### src/rtl/spi_peripheral_if.sv
// SPI pins plus the tx/rx word streams of the SPI responder.
// The slave modport is the peripheral's view. The master modport is the view of the link partner and the host.
interface spi_peripheral_if #(
  parameter int unsigned WIDTH = 8
);
  logic             SCK;
  logic             CS;
  logic             MOSI;
  logic             MISO;
  logic             miso_oe;
  logic [WIDTH-1:0] tx_data;
  logic             tx_valid;
  logic             tx_ready;
  logic [WIDTH-1:0] rx_data;
  logic             rx_valid;
  logic             tx_underrun;

  modport slave (
    input  SCK, CS, MOSI, tx_data, tx_valid,
    output MISO, miso_oe, tx_ready, rx_data, rx_valid, tx_underrun
  );

  modport master (
    output SCK, CS, MOSI, tx_data, tx_valid,
    input  MISO, miso_oe, tx_ready, rx_data, rx_valid, tx_underrun
  );
endinterface

### src/rtl/spi_peripheral.sv
// Mode-0, MSB-first SPI responder oversampled on clk.
// It has a single-word tx buffer and no rx backpressure.
module spi_peripheral #(
  parameter int unsigned WIDTH       = 8,
  parameter int unsigned SYNC_STAGES = 2
) (
  input logic            clk,
  input logic            rst,
  spi_peripheral_if.slave bus
);

  localparam int unsigned CntW = (WIDTH > 1) ? $clog2(WIDTH) : 1;

  typedef enum logic [0:0] {StIdle, StActive} state_e;

  logic [SYNC_STAGES-1:0] sck_sync_q, cs_sync_q, mosi_sync_q;
  logic                   sck_prev_q, cs_prev_q;
  logic                   sck_s, cs_s, mosi_s;
  logic                   sck_rise, sck_fall, cs_fall, cs_rise;
  logic [SYNC_STAGES:0]   flush_q;
  logic                   armed_q;

  state_e           state_q;
  logic [CntW-1:0]  bit_cnt_q;
  logic [WIDTH-1:0] rx_shift_q, rx_data_q, tx_buf_q, tx_shift_q;
  logic             rx_valid_q, tx_full_q, underrun_q, miso_q, miso_oe_q;

  logic             last_bit, boundary, tx_load;
  logic [WIDTH-1:0] next_word;

  assign sck_s  = sck_sync_q[SYNC_STAGES-1];
  assign cs_s   = cs_sync_q[SYNC_STAGES-1];
  assign mosi_s = mosi_sync_q[SYNC_STAGES-1];

  assign sck_rise = sck_s & ~sck_prev_q;
  assign sck_fall = ~sck_s & sck_prev_q;
  assign cs_rise  = cs_s & ~cs_prev_q;
  // A CS low that is held through reset must not look like a fresh frame start.
  assign cs_fall  = armed_q & cs_prev_q & ~cs_s;

  assign last_bit  = (bit_cnt_q == CntW'(WIDTH - 1));
  assign boundary  = ((state_q == StIdle) & cs_fall) |
                     ((state_q == StActive) & ~cs_rise & sck_fall & (bit_cnt_q == '0));
  assign tx_load   = bus.tx_valid & ~tx_full_q;
  assign next_word = tx_full_q ? tx_buf_q : '0;

  always_ff @(posedge clk) begin
    if (rst) begin
      sck_sync_q  <= '0;
      cs_sync_q   <= '1;
      mosi_sync_q <= '0;
      sck_prev_q  <= 1'b0;
      cs_prev_q   <= 1'b1;
      flush_q     <= '0;
      armed_q     <= 1'b0;
      state_q     <= StIdle;
      bit_cnt_q   <= '0;
      rx_shift_q  <= '0;
      rx_data_q   <= '0;
      rx_valid_q  <= 1'b0;
      tx_buf_q    <= '0;
      tx_full_q   <= 1'b0;
      tx_shift_q  <= '0;
      underrun_q  <= 1'b0;
      miso_q      <= 1'b0;
      miso_oe_q   <= 1'b0;
    end else begin
      sck_sync_q  <= {sck_sync_q[SYNC_STAGES-2:0], bus.SCK};
      cs_sync_q   <= {cs_sync_q[SYNC_STAGES-2:0], bus.CS};
      mosi_sync_q <= {mosi_sync_q[SYNC_STAGES-2:0], bus.MOSI};
      sck_prev_q  <= sck_s;
      cs_prev_q   <= cs_s;
      flush_q     <= {flush_q[SYNC_STAGES-1:0], 1'b1};
      if (flush_q[SYNC_STAGES] && cs_s) begin
        armed_q <= 1'b1;
      end

      rx_valid_q <= 1'b0;

      // A load never coincides with a full buffer, so the consume always sees the old state.
      if (tx_load) begin
        tx_buf_q  <= bus.tx_data;
        tx_full_q <= 1'b1;
      end else if (boundary) begin
        tx_full_q <= 1'b0;
      end

      if (boundary) begin
        tx_shift_q <= next_word;
        miso_q     <= next_word[WIDTH-1];
        if (!tx_full_q) begin
          underrun_q <= 1'b1;
        end
      end

      unique case (state_q)
        StIdle: begin
          if (cs_fall) begin
            state_q   <= StActive;
            bit_cnt_q <= '0;
            miso_oe_q <= 1'b1;
          end
        end
        StActive: begin
          if (cs_rise) begin
            state_q   <= StIdle;
            bit_cnt_q <= '0;
            miso_q    <= 1'b0;
            miso_oe_q <= 1'b0;
          end else begin
            if (sck_rise) begin
              rx_shift_q <= {rx_shift_q[WIDTH-2:0], mosi_s};
              if (last_bit) begin
                rx_data_q  <= {rx_shift_q[WIDTH-2:0], mosi_s};
                rx_valid_q <= 1'b1;
                bit_cnt_q  <= '0;
              end else begin
                bit_cnt_q <= bit_cnt_q + CntW'(1);
              end
            end
            if (sck_fall && (bit_cnt_q != '0)) begin
              tx_shift_q <= {tx_shift_q[WIDTH-2:0], 1'b0};
              miso_q     <= tx_shift_q[WIDTH-2];
            end
          end
        end
      endcase
    end
  end

  assign bus.MISO        = miso_q;
  assign bus.miso_oe     = miso_oe_q;
  assign bus.tx_ready    = ~tx_full_q;
  assign bus.rx_data     = rx_data_q;
  assign bus.rx_valid    = rx_valid_q;
  assign bus.tx_underrun = underrun_q;

endmodule

### src/flat_wrapper.sv
// flat-port wrapper written by rule: the top's interface ports become plain ports
module spi_peripheral_flat 
#(
  parameter int unsigned WIDTH       = 8,
  parameter int unsigned SYNC_STAGES = 2
)
  (clk, rst, bus_SCK, bus_CS, bus_MOSI, bus_tx_data, bus_tx_valid, bus_MISO, bus_miso_oe, bus_tx_ready, bus_rx_data, bus_rx_valid, bus_tx_underrun);
  spi_peripheral_if #(.WIDTH(WIDTH)) bus_i ();
  input logic clk;
  input logic rst;
  input wire logic [$bits(bus_i.SCK)-1:0] bus_SCK;
  input wire logic [$bits(bus_i.CS)-1:0] bus_CS;
  input wire logic [$bits(bus_i.MOSI)-1:0] bus_MOSI;
  input wire logic [$bits(bus_i.tx_data)-1:0] bus_tx_data;
  input wire logic [$bits(bus_i.tx_valid)-1:0] bus_tx_valid;
  output wire logic [$bits(bus_i.MISO)-1:0] bus_MISO;
  output wire logic [$bits(bus_i.miso_oe)-1:0] bus_miso_oe;
  output wire logic [$bits(bus_i.tx_ready)-1:0] bus_tx_ready;
  output wire logic [$bits(bus_i.rx_data)-1:0] bus_rx_data;
  output wire logic [$bits(bus_i.rx_valid)-1:0] bus_rx_valid;
  output wire logic [$bits(bus_i.tx_underrun)-1:0] bus_tx_underrun;
  assign bus_i.SCK = bus_SCK;
  assign bus_i.CS = bus_CS;
  assign bus_i.MOSI = bus_MOSI;
  assign bus_i.tx_data = bus_tx_data;
  assign bus_i.tx_valid = bus_tx_valid;
  assign bus_MISO = bus_i.MISO;
  assign bus_miso_oe = bus_i.miso_oe;
  assign bus_tx_ready = bus_i.tx_ready;
  assign bus_rx_data = bus_i.rx_data;
  assign bus_rx_valid = bus_i.rx_valid;
  assign bus_tx_underrun = bus_i.tx_underrun;
  spi_peripheral #(.WIDTH(WIDTH), .SYNC_STAGES(SYNC_STAGES)) u_core (.clk(clk), .rst(rst), .bus(bus_i));
endmodule
### config.mk
export PLATFORM = sky130hd
export DESIGN_NAME = spi_peripheral_flat
export DESIGN_NICKNAME = d
export VERILOG_FILES = /design/src/rtl/spi_peripheral_if.sv /design/src/rtl/spi_peripheral.sv /design/src/flat_wrapper.sv
export SDC_FILE = /design/constraint.sdc
export NUM_CORES = 1
export LEC_CHECK = 0
export CAP_MARGIN = 20
export CORE_MARGIN = 3
export CORE_UTILIZATION = 50
export DETAILED_ROUTE_END_ITERATION = 10
export PLACE_DENSITY = 0.77
export SLEW_MARGIN = 0
export SYNTH_ARGS = -nofsm -noshare
export SYNTH_HDL_FRONTEND = slang
export SYNTH_SLANG_ARGS = --single-unit
### constraint.sdc
create_clock -name clk -period 4.6 [get_ports clk]
set_input_delay 0.46 -clock clk [delete_from_list [all_inputs] [get_ports clk]]
set_output_delay 0.46 -clock clk [all_outputs]
set_load 0.005 [all_outputs]
==> qor.yml <==
dieArea_um2: 4668
syn_avg_cell_area_um2: 9.758
holdBufCountCts: 0
area_growth_pct: 18.69
vias_per_cell: 5.143
cp.required_ns: 4.14
rows: 22
die_width_um: 68.32
r2r-start: "u_core.bit_cnt_q[0]"
cap_viol_max_count: 0
syn_nets: 216
drtIter0Drc: 119
ff2ff_path_depth: 5
synth_compound_area_share_pct: 12.82
synthAdderAreaFrac_pct: 1.933
synth_xor_area_share_pct: 0
use_met1_pct: 21.44
drc: 0
reg2reg_to: "u_core.bus.rx_data[2]"
min-delay-path-class: "reg -> reg"
ys.flop_type: "dfxtp_1"
firstDrtPassIters: 4
outcome: "complete, no violations"
finalHoldViolCount: 0
grt_overflow: 0
clk_pin_slew_worst_paths_ns: 0.09
cp_max_fo: 6
maxSlewHeadroom_pct: 59.19
regToRegSetupSlack_ns: 2.85
grt_max_degree: 44
ant_nets: 0
critPathKind: "reg -> out"
leakage_nw: 0.9500
clockBufferDepth: 2
synth_warnings: 0
cts.repair.resized: 0
drive_gt1_share_pct: 9.333
grt_antenna_before_repair: 0
cts_tree: "yes"
maxSlewViolCount: 0
synth_seq_cells: 51
hold_slack_ns: 0.4166
fin_crit_sh_pct: 39.61
routedWlPerCell_um: 11.51
path_cells: "inv_1 > clkdlybuf4s50_1"
clock_sinks: 51
worst_clock_skew_ns: 0.008888
netlist_area_um2: 1942
io_buffers: 26
die_h_um: 68.32
n_antenna_cell: 0
yosysSeqAreaShare_pct: 52.58
grtUsageMet3_pct: 4.433
h-tree-depth: 2
fmax_mhz: 548.8
grt_util_all_layers_pct: 15.24
synthCells: 199
yosys.area_share.simple_pct: 21.39
synth_edf_count: 0
arrival_ns: 1.36
hold_path_depth: 1
coreArea_um2: 3716
grt_util_met2_pct: 22.50
dp_hpwl_um: 2119
powerDensity_nw_per_um2: 320.6
numCtsBuffers: 5
synth_top_family_by_area: "simple AND/OR/NAND/NOR gates"
start_kind: "flop"
hp-start: "u_core.cs_sync_q[0]"
setup_violations: 0
grt_most_used_layer: "met2"
whs_endpoint: "u_core.cs_sync_q[1]"
synth.mux.area_fraction_pct: 7.732
ir_drop_uv: 234.3
grt_pass1_vias: 1235
grt_first_pass_wirelength_um: 5430
setup-tns-final_ns: 0
start_util_pct: 52.26
synth_cell_type_count: 38
fillers: 323
async_reset_ff_share_pct: 0
fin_crit_ns: 1.822
wirelength_um: 3141
clk_latency_ns: 0.29
fin_nets: 241
worst_pin_slew_ns: 0.6110
cp_slowest_cell: "dfxtp_1"
cp-end-kind: "output port"
clockRootBuffer: "clkbuf_8"
io_pins: 27
routabilityCongestion: 0.7647
cts_post_setup_buffers_inserted: 0
grt_setup_unrepaired: "no"
max_stage_delay_ns: 0.47
via_count: 1404
## kinds of logic (layout without fill, tap and decap cells)
| family | Yosys count | after routing |
|---|---|---|
| DFF | 51 | 51 |
| and+or+nand+nor | 77 | 77 |
| muxes | 15 | 15 |
| AOI/OAI and AO/OA | 39 | 39 |
| buffers and inverters | 14 | 40 |
| adders and majority gates | 3 | 3 |
## placed cells by master, fill, tap and decap left out, types with 2 or more instances in the layout
cell	netlist	routed
nand2_1	26	26
nand4_1	2	2
a21oi_1	16	16
nor2b_1	8	8
o21ai_1	4	4
ha_1	3	3
and2b_1	2	2
dfxtp_1	51	51
clkbuf_8	0	5
a22oi_1	7	7
inv_1	5	5
or2_2	3	3
o21ai_0	5	5
mux2i_1	15	15
nand3_1	3	3
clkdlybuf4s50_1	0	26
nor2_1	21	21
## area by class of cell
cell class	instances	area [um^2]	area share [%]
clock buffers	6	72.57	3.149
well taps	48	60.06	2.606
flip-flops and latches	51	1021	44.30
inverters	5	18.77	0.8143
multi-input cells	134	852.1	36.97
repair buffers	27	267.8	11.62
clock inverters	2	12.51	0.5429
## synthesized netlist by cell type, types with 2 or more instances
cell	instances	area share, %
a21oi_1	16	4.1
a22oi_1	7	2.7
and2b_1	2	0.77
buf_6	2	1.2
clkbuf_1	5	0.97
dfxtp_1	51	53
ha_1	3	1.9
inv_1	5	0.97
mux2i_1	15	7.7
nand2_1	26	5.0
nand3_1	3	0.77
nand4_1	2	0.64
nor2_1	21	4.1
nor2b_1	8	2.6
o21ai_0	5	1.3
o21ai_1	4	1.0
or2_2	3	0.97
## state kept, by name, summed over array words and instances, names as in the netlist
signal	flops
u_core.state_q	1
u_core.tx_buf_q	8
u_core.bus.rx_data	8
u_core.bit_cnt_q	3
u_core.bus.tx_underrun	1
u_core.armed_q	1
u_core.mosi_sync_q	2
u_core.bus.rx_valid	1
u_core.sck_sync_q	2
u_core.cs_prev_q	1
u_core.bus.miso_oe	1
u_core.tx_shift_q	7
u_core.bus.MISO	1
u_core.flush_q	3
u_core.sck_prev_q	1
u_core.cs_sync_q	2
u_core.tx_full_q	1
u_core.rx_shift_q	7
## per-stage QoR
| step | instance area (um^2) | power [mW] | util [%] | cells | setup slack (ns) |
|---|---|---|---|---|---|
| after detailed placement | 2220 | 0.5090 | 59.73 | 265 | 2.584 |
| after floorplan | 1942 | 0.4906 | - | 199 | 3.035 |
| after CTS | 2305 | 0.7485 | 62.02 | 273 | 2.763 |
| final | 2305 | 0.7390 | 62.02 | 273 | 2.778 |
| after global routing | 2305 | 0.7708 | 62.02 | 273 | 2.681 |
| after global placement | 2220 | 0.5084 | 59.73 | 265 | 2.620 |
## routing by layer
metal | part of all wire [%] | up-vias
met4 | 1.1 | 0
met2 | 45 | 26
li1 | - | 729
met3 | 3.9 | 4
met1 | 50 | 645
met5 | 0 | -
## power by group
| group | internal, mW | switching [mW] |
|---|---|---|
| registers | 0.451 | 0.00706 |
| logic | 0.0205 | 0.0195 |
| clock network | 0.106 | 0.134 |
| total | 0.578 | 0.161 |
## worst max path at each step
stage / slack, ns / endpoint / depth (start not counted) / start
after global placement: 2.62 / u_core.tx_shift_q[6] / 5 / rst
after floorplan: 3.04 / u_core.tx_shift_q[3] / 7 / u_core.bit_cnt_q[0]
after CTS: 2.76 / bus_tx_ready / 2 / u_core.tx_full_q
final: 2.78 / bus_tx_ready / 2 / u_core.tx_full_q
after detailed placement: 2.58 / u_core.bus.MISO / 5 / rst
after global routing: 2.68 / u_core.bus.rx_data[7] / 5 / u_core.bit_cnt_q[0]
## worst max-delay path, delay by kind of cell, from the launching register on
| kind | cells | cell delay, ns |
|---|---|---|
| buffers and inverters | 2 | 0.59 |
| flip-flops | 1 | 0.47 |
No activity file was read; power rests on OpenSTA's default activity.
